## src/rtl/quad_decoder.sv

```systemverilog
// Quadrature encoder decoder: phase synchronisers, glitch filter, x1/x2/x4 up/down position counter.
// Optional index support (Z input, idx strobe) is compiled in when QUAD_INDEX_EN is defined.
//
// state | meaning
// INIT  | waiting for the first accepted level after reset to seed prev_ph
// TRACK | decoding each accepted level against prev_ph
module quad_decoder #(
    parameter int CNT_W    = 16,
    parameter int FILT_LEN = 3
) (
    input  logic                    clk,
    input  logic                    rst,
    input  logic                    A,
    input  logic                    B,
`ifdef QUAD_INDEX_EN
    input  logic                    Z,
    output logic                    idx,
`endif
    input  logic [1:0]              mode,
    input  logic                    clr,
    output logic signed [CNT_W-1:0] count,
    output logic                    pulse,
    output logic                    dir,
    output logic                    err,
    output logic                    ovf
);

    typedef enum logic {INIT, TRACK} state_t;

    localparam logic [3:0]              TMR_LOAD = 4'(FILT_LEN - 1);
    localparam logic signed [CNT_W-1:0] CNT_ONE  = {{(CNT_W-1){1'b0}}, 1'b1};
    localparam logic signed [CNT_W-1:0] CNT_MAX  = {1'b0, {(CNT_W-1){1'b1}}};
    localparam logic signed [CNT_W-1:0] CNT_MIN  = {1'b1, {(CNT_W-1){1'b0}}};

    logic [1:0] a_sync, b_sync;
    logic [1:0] ab_s;
    logic [1:0] cand, filt, prev_ph;
    logic       filt_vld;
    logic [3:0] tmr;
    logic       acc;
    state_t     state_q, state_d;
    logic       load_prev, illegal, counted, fwd;
    logic [1:0] diff, pos_prev, pos_new;
    logic       idx_clr;

    assign ab_s = {a_sync[1], b_sync[1]};

    always_ff @(posedge clk) begin
        if (!rst) begin
            a_sync <= '0;
            b_sync <= '0;
        end else begin
            a_sync <= {a_sync[0], A};
            b_sync <= {b_sync[0], B};
        end
    end

    // Down-counter runs while a candidate differs from the accepted level; terminal count accepts it.
    // Until the first acceptance there is no valid level, so any stable value qualifies.
    always_ff @(posedge clk) begin
        if (!rst) begin
            cand     <= '0;
            filt     <= '0;
            filt_vld <= 1'b0;
            tmr      <= '0;
            acc      <= 1'b0;
        end else begin
            acc <= 1'b0;
            if (filt_vld && ab_s == filt) begin
                tmr <= '0;
            end else if (tmr == 4'd0 || ab_s != cand) begin
                cand <= ab_s;
                if (FILT_LEN == 1) begin
                    filt     <= ab_s;
                    filt_vld <= 1'b1;
                    acc      <= 1'b1;
                end else begin
                    tmr <= TMR_LOAD;
                end
            end else if (tmr == 4'd1) begin
                filt     <= cand;
                filt_vld <= 1'b1;
                acc      <= 1'b1;
                tmr      <= '0;
            end else begin
                tmr <= tmr - 4'd1;
            end
        end
    end

`ifdef QUAD_INDEX_EN
    logic [2:0] z_sync;

    assign idx_clr = z_sync[1] && !z_sync[2] && filt_vld && (filt == 2'b00);

    always_ff @(posedge clk) begin
        if (!rst) begin
            z_sync <= '0;
            idx    <= 1'b0;
        end else begin
            z_sync <= {z_sync[1:0], Z};
            idx    <= idx_clr && !clr;
        end
    end
`else
    assign idx_clr = 1'b0;
`endif

    // Position within the forward cycle 00->10->11->01 is {B, A^B}, so forward is +1 mod 4.
    always_comb begin
        state_d   = state_q;
        load_prev = 1'b0;
        illegal   = 1'b0;
        counted   = 1'b0;
        fwd       = 1'b0;
        diff      = prev_ph ^ filt;
        pos_prev  = {prev_ph[0], ^prev_ph};
        pos_new   = {filt[0], ^filt};
        if (acc) begin
            load_prev = 1'b1;
            case (state_q)
                INIT:  state_d = TRACK;
                TRACK: begin
                    if (diff == 2'b11) begin
                        illegal = 1'b1;
                    end else if (diff != 2'b00) begin
                        fwd = (pos_new == pos_prev + 2'd1);
                        casez (mode)
                            2'b1?:   counted = 1'b1;
                            2'b01:   counted = diff[1];
                            default: counted = (prev_ph == 2'b00 && filt == 2'b10) ||
                                               (prev_ph == 2'b10 && filt == 2'b00);
                        endcase
                    end
                end
                default: state_d = INIT;
            endcase
        end
    end

    always_ff @(posedge clk) begin
        if (!rst) begin
            state_q <= INIT;
            prev_ph <= '0;
            count   <= '0;
            pulse   <= 1'b0;
            dir     <= 1'b0;
            err     <= 1'b0;
            ovf     <= 1'b0;
        end else begin
            state_q <= state_d;
            pulse   <= counted;
            ovf     <= 1'b0;
            if (load_prev) prev_ph <= filt;
            if (counted)   dir     <= fwd;
            if (clr || idx_clr) begin
                count <= '0;
            end else if (counted) begin
                count <= fwd ? count + CNT_ONE : count - CNT_ONE;
                ovf   <= fwd ? (count == CNT_MAX) : (count == CNT_MIN);
            end
            if (illegal)  err <= 1'b1;
            else if (clr) err <= 1'b0;
        end
    end

endmodule

```

## config.mk

```make
export PLATFORM = sky130hd
export DESIGN_NAME = quad_decoder
export DESIGN_NICKNAME = d
export VERILOG_FILES = /design/src/rtl/quad_decoder.sv
export SDC_FILE = /design/constraint.sdc
export NUM_CORES = 1
export LEC_CHECK = 0
export BUFFER_PORTS_ARGS = -buffer_cell sky130_fd_sc_hd__buf_2
export CORE_ASPECT_RATIO = 0.9
export CORE_MARGIN = 4
export CORE_UTILIZATION = 60
export CTS_BUF_LIST = sky130_fd_sc_hd__clkbuf_2
export DETAILED_ROUTE_END_ITERATION = 8
export PLACE_DENSITY = 0.93
export SETUP_SLACK_MARGIN = 0.02
export SYNTH_ARGS = -nofsm -noshare
export SYNTH_HDL_FRONTEND = slang
export SYNTH_SLANG_ARGS = --single-unit
```

## constraint.sdc

```tcl
create_clock -name clk -period 10.8 [get_ports clk]
set_input_delay 1.62 -clock clk [delete_from_list [all_inputs] [get_ports clk]]
set_output_delay 1.62 -clock clk [all_outputs]
set_load 0.05 [all_outputs]
```

==> flow_results.xml <==
<?xml version="1.0" encoding="UTF-8"?>
<metrics>
  <group name="die">
    <metric name="initial_core_util" unit="%">62.4</metric>
    <metric name="io-pin-count" unit="">27</metric>
    <metric name="chipWidth" unit="um">73.4</metric>
    <metric name="placement_rows" unit="">21</metric>
    <metric name="design.die.area" unit="mm2">0.00491</metric>
    <metric name="floorplan.core_area" unit="mm2">0.00370</metric>
    <metric name="fp.dieH" unit="um">66.9</metric>
  </group>
  <group name="worst_hold_path">
    <metric name="worstHoldPathType" unit="">register to register</metric>
    <metric name="min_to" unit="">filt_vld$_SDFFE_PN0P_</metric>
    <metric name="min_path_cells" unit="">2</metric>
    <metric name="hold_start" unit="">filt_vld$_SDFFE_PN0P_</metric>
  </group>
  <group name="sta">
    <metric name="setup_tns" unit="ns">0</metric>
    <metric name="setup_slack" unit="ns">7.09</metric>
    <metric name="setup_viol" unit="">0</metric>
    <metric name="layout_worst_path_cycle_share" unit="%">34.3</metric>
    <metric name="finalMaxSlewViolations" unit="">0</metric>
    <metric name="normalized_max_slew_margin" unit="%">27.0</metric>
    <metric name="tightest_slew" unit="ns">1.10</metric>
    <metric name="finalClockSkew" unit="ns">0.0263</metric>
    <metric name="hold_viol_final" unit="">0</metric>
    <metric name="grt_setup_unrepaired" unit="">false</metric>
    <metric name="max_clock_freq" unit="GHz">0.270</metric>
    <metric name="post-route-min-period" unit="ns">3.71</metric>
  </group>
  <group name="cts">
    <metric name="cts.repair_timing.setup_buffer_count" unit="">0</metric>
    <metric name="numCtsBuffers" unit="">5</metric>
    <metric name="clock_tree_from_tritoncts" unit="">yes</metric>
    <metric name="cts_resized" unit="">0</metric>
    <metric name="clk_transition_reported_paths" unit="ns">0.22</metric>
    <metric name="cts-htree-levels" unit="">2</metric>
    <metric name="number_of_buffers_added_to_fix_hold_violations_after_cts" unit="">0</metric>
    <metric name="cts_sinks" unit="">37</metric>
    <metric name="max_root_sink_buffers" unit="">2</metric>
    <metric name="cts_root_buf" unit="">sky130_fd_sc_hd__clkbuf_2</metric>
    <metric name="worst_skew_pair.late_latency" unit="ns">0.44</metric>
  </group>
  <group name="global_routing">
    <metric name="total_congestion_overflow_after_global_routing" unit="">0</metric>
    <metric name="grtUsageTotal" unit="%">23.2</metric>
    <metric name="maximum_number_of_pins_on_one_net_before_global_route_repair" unit="">25</metric>
    <metric name="antenna_found_initial" unit="">0</metric>
    <metric name="grt_pass1_vias" unit="">1919</metric>
    <metric name="grt_first_pass_wirelength" unit="mm">8.81</metric>
  </group>
  <group name="worst_setup_path">
    <metric name="cp_data_arrival_time" unit="ns">4.07</metric>
    <metric name="max_stage_delay" unit="ns">0.52</metric>
    <metric name="crit-reg2reg-launch" unit="">filt[0]$_SDFFE_PN0P_</metric>
    <metric name="ff2ff_setup_slack" unit="ns">7.09</metric>
    <metric name="critPathMaxFanout" unit="">22</metric>
    <metric name="cp-start-kind" unit="">register</metric>
    <metric name="worst_setup_path_end_kind" unit="">register</metric>
    <metric name="critical_path.reg2reg.endpoint" unit="">count[12]$_SDFFE_PP0P_</metric>
    <metric name="reg2regPathDepth" unit="">13</metric>
    <metric name="worstSetupStartpoint" unit="">filt[0]$_SDFFE_PN0P_</metric>
    <metric name="worstPathCellList" unit="">inv_1 -&gt; ha_1 -&gt; nor4b_1 -&gt; o21ai_1 -&gt; buf_4 -&gt; inv_1 -&gt; fa_1 -&gt; nand2b_1 -&gt; a21oi_2 -&gt; a41oi_1 -&gt; or3_1 -&gt; and3_1 -&gt; or3_1</metric>
    <metric name="critical-path-slowest-cell" unit="">sky130_fd_sc_hd__dfxtp_1</metric>
    <metric name="crit_type" unit="">register to register</metric>
    <metric name="worstPathRequired" unit="ns">11.16</metric>
  </group>
  <group name="logic_synthesis">
    <metric name="syn-instance-count" unit="">283</metric>
    <metric name="synth.lib_cells_used.distinct" unit="">44</metric>
    <metric name="post_synth_instance_area" unit="mm2">0.00231</metric>
    <metric name="postSynthRegisterBits" unit="">37</metric>
    <metric name="synth-warning-count" unit="">0</metric>
    <metric name="syn_area_per_cell" unit="um2">8.17</metric>
    <metric name="syn-num-nets" unit="">317</metric>
    <metric name="yosysSeqAreaShare" unit="%">32.0</metric>
  </group>
  <group name="power_and_ir_drop">
    <metric name="fin_total_pwr" unit="mW">0.296</metric>
    <metric name="pwr_density_cell" unit="mW/mm2">116</metric>
    <metric name="clkPwrFrac" unit="%">38.4</metric>
    <metric name="power_report.internal_total" unit="mW">0.220</metric>
    <metric name="power.share.switching" unit="%">25.8</metric>
    <metric name="leakagePower" unit="nW">1.20</metric>
    <metric name="irDropWorstVdd" unit="uV">80.0</metric>
    <metric name="p_seq_share" unit="%">50.3</metric>
    <metric name="p_sw" unit="mW">0.0766</metric>
    <metric name="power.share.combinational" unit="%">11.3</metric>
  </group>
  <group name="routing">
    <metric name="dr_total_vias" unit="">2114</metric>
    <metric name="routed_via_density" unit="">5.97</metric>
    <metric name="drc" unit="">0</metric>
    <metric name="ant_nets" unit="">0</metric>
    <metric name="drt-pass1-iter-count" unit="">5</metric>
    <metric name="first_iter_violations" unit="">143</metric>
    <metric name="routed_wire_length_per_instance" unit="um">14.9</metric>
    <metric name="totalWireLength" unit="mm">5.29</metric>
  </group>
  <group name="flow_run">
    <metric name="maxCapViolations" unit="">0</metric>
  </group>
  <group name="layout">
    <metric name="final_net_count" unit="">341</metric>
    <metric name="layout-drive-gt1-share" unit="%">13.3</metric>
    <metric name="area_growth_syn_to_layout" unit="%">10.6</metric>
    <metric name="insertedDiodeCount" unit="">0</metric>
    <metric name="postLayoutCellArea" unit="mm2">0.00256</metric>
    <metric name="final_instance_count_without_filler_cells" unit="">354</metric>
    <metric name="fillerInstances" unit="">292</metric>
  </group>
  <group name="placement">
    <metric name="detailed_place_hpwl" unit="mm">3.76</metric>
    <metric name="post-place-cells" unit="">346</metric>
    <metric name="port-buffer-count" unit="">26</metric>
    <metric name="place_worst_setup_slack" unit="ns">7.16</metric>
    <metric name="post_dp_cell_area" unit="mm2">0.00247</metric>
    <metric name="finalWeightedCongestion" unit="">0.950</metric>
  </group>
  <group name="run_status">
    <metric name="result_of_the_run" unit="">completed</metric>
  </group>
</metrics>
[flip-flops by register name (all words and copies together), names as in the netlist]
register  cells
err           1
pulse         1
cand          2
tmr           4
prev_ph       2
count        16
b_sync        2
a_sync        2
filt_vld      1
acc           1
state_q       1
filt          2
ovf           1
dir           1
[cells by family after synthesis]
| kind of cell | after synthesis | share of synthesized area (%) |
|---|---|---|
| AND/OR/NAND/NOR | 102 | 20.6 |
| multiplexers | 7 | 3.03 |
| AO/OA/AOI/OAI | 61 | 16.5 |
| XOR/XNOR | 20 | 7.90 |
| flip-flops | 37 | 32.0 |
| buffers and inverters | 29 | 5.09 |
| adder cells (fa/ha/maj) | 27 | 14.9 |
[worst max-delay path by stage]
stage	endpoint	slack, ns	cells past startpoint
after floorplan	count[12]$_SDFFE_PP0P_	6.25	13
after global placement	count[12]$_SDFFE_PP0P_	7.30	13
after detailed placement	count[12]$_SDFFE_PP0P_	7.16	13
after CTS	count[12]$_SDFFE_PP0P_	7.09	13
after global routing	count[13]$_SDFFE_PP0P_	6.77	12
final	count[12]$_SDFFE_PP0P_	7.09	13
[power by group through the flow]
stage / clock network (mW) / logic (mW) / registers (mW)
3_5_place_dp: 0 / 0.0329 / 0.152
3_3_place_gp: 0 / 0.0310 / 0.152
6_report: 0.114 / 0.0335 / 0.149
4_1_cts: 0.113 / 0.0333 / 0.149
5_1_grt: 0.118 / 0.0377 / 0.150
2_1_floorplan: 0 / 0.0260 / 0.151
[stage by stage]
stage / hold slack, ns / util [%]
floorplan: 0.412 / -
global placement: 0.415 / 66.6
detailed placement: 0.433 / 66.6
CTS: 0.474 / 69.0
global route: 0.496 / 69.0
finish: 0.470 / 69.0
[cell usage after synthesis, drive strengths merged]
cell type	count	share of area, %
nand4	4	1.1
a211oi	4	1.3
nor4b	2	0.76
a221oi	1	0.38
a31oi	2	0.54
a22oi	2	0.65
o21a	1	0.32
inv	19	3.1
ha	26	14
o31ai	4	1.3
a32oi	1	0.38
buf	5	1.2
and3	1	0.27
a41oi	1	0.38
or4	1	0.32
fa	1	0.87
a21oi	26	5.8
o221a	1	0.49
a2111oi	2	0.76
nor2b	1	0.27
nor3	5	1.1
nor4	2	0.54
xnor2	14	5.3
and2	5	1.4
nor2	36	5.8
o221ai	1	0.38
o31a	1	0.38
clkbuf	5	0.81
or2	2	0.54
and4	2	0.76
nand2b	1	0.27
o211ai	2	0.65
mux2i	7	3.0
xor2	6	2.6
or3	2	0.54
dfxtp	37	32
o21ai	11	2.4
nand3	11	2.4
o41ai	1	0.38
nand3b	1	0.32
nand2	26	4.2
[cells in the final DEF, fill, tap and decap left out, drive strengths merged, types with 5 or more instances in the layout]
cell    Yosys  layout
inv        19      19
xnor2      14      14
buf         5      27
nand3      11      11
a21oi      26      26
and2        5       5
mux2i       7       7
o21ai      11      11
nor2       36      36
dfxtp      37      37
xor2        6       6
clkbuf      5       5
nor3        5       5
ha         26      26
nand2      26      26
[critical path: cells and delay by family, from the launching register on]
kind,cells,cell delay [ns]
buffers and inverters,3,0.52
AO/OA/AOI/OAI,3,0.60
AND/OR/NAND/NOR,5,1.28
flip-flops,1,0.52
adder cells (fa/ha/maj),2,0.73
[metal layers]
metal	routed length (um)	GRT usage [%]	vias to the layer above
li1	-	-	1042
met2	2430	36.3	98
met5	0	0	-
met1	2340	30.3	962
met3	405	5.43	12
met4	108	10.2	0
[layout make-up]
class | count | area, um2 | share of cell area, %
Sequential cell | 37 | 741 | 29.0
Clock buffer | 5 | 25.0 | 0.978
Inverter | 19 | 71.3 | 2.79
Multi-Input combinational cell | 217 | 1460 | 57.1
Timing Repair Buffer | 27 | 138 | 5.38
Clock inverter | 3 | 65.1 | 2.54
Tap cell | 46 | 57.6 | 2.25
No activity file was read; power rests on OpenSTA's default activity.
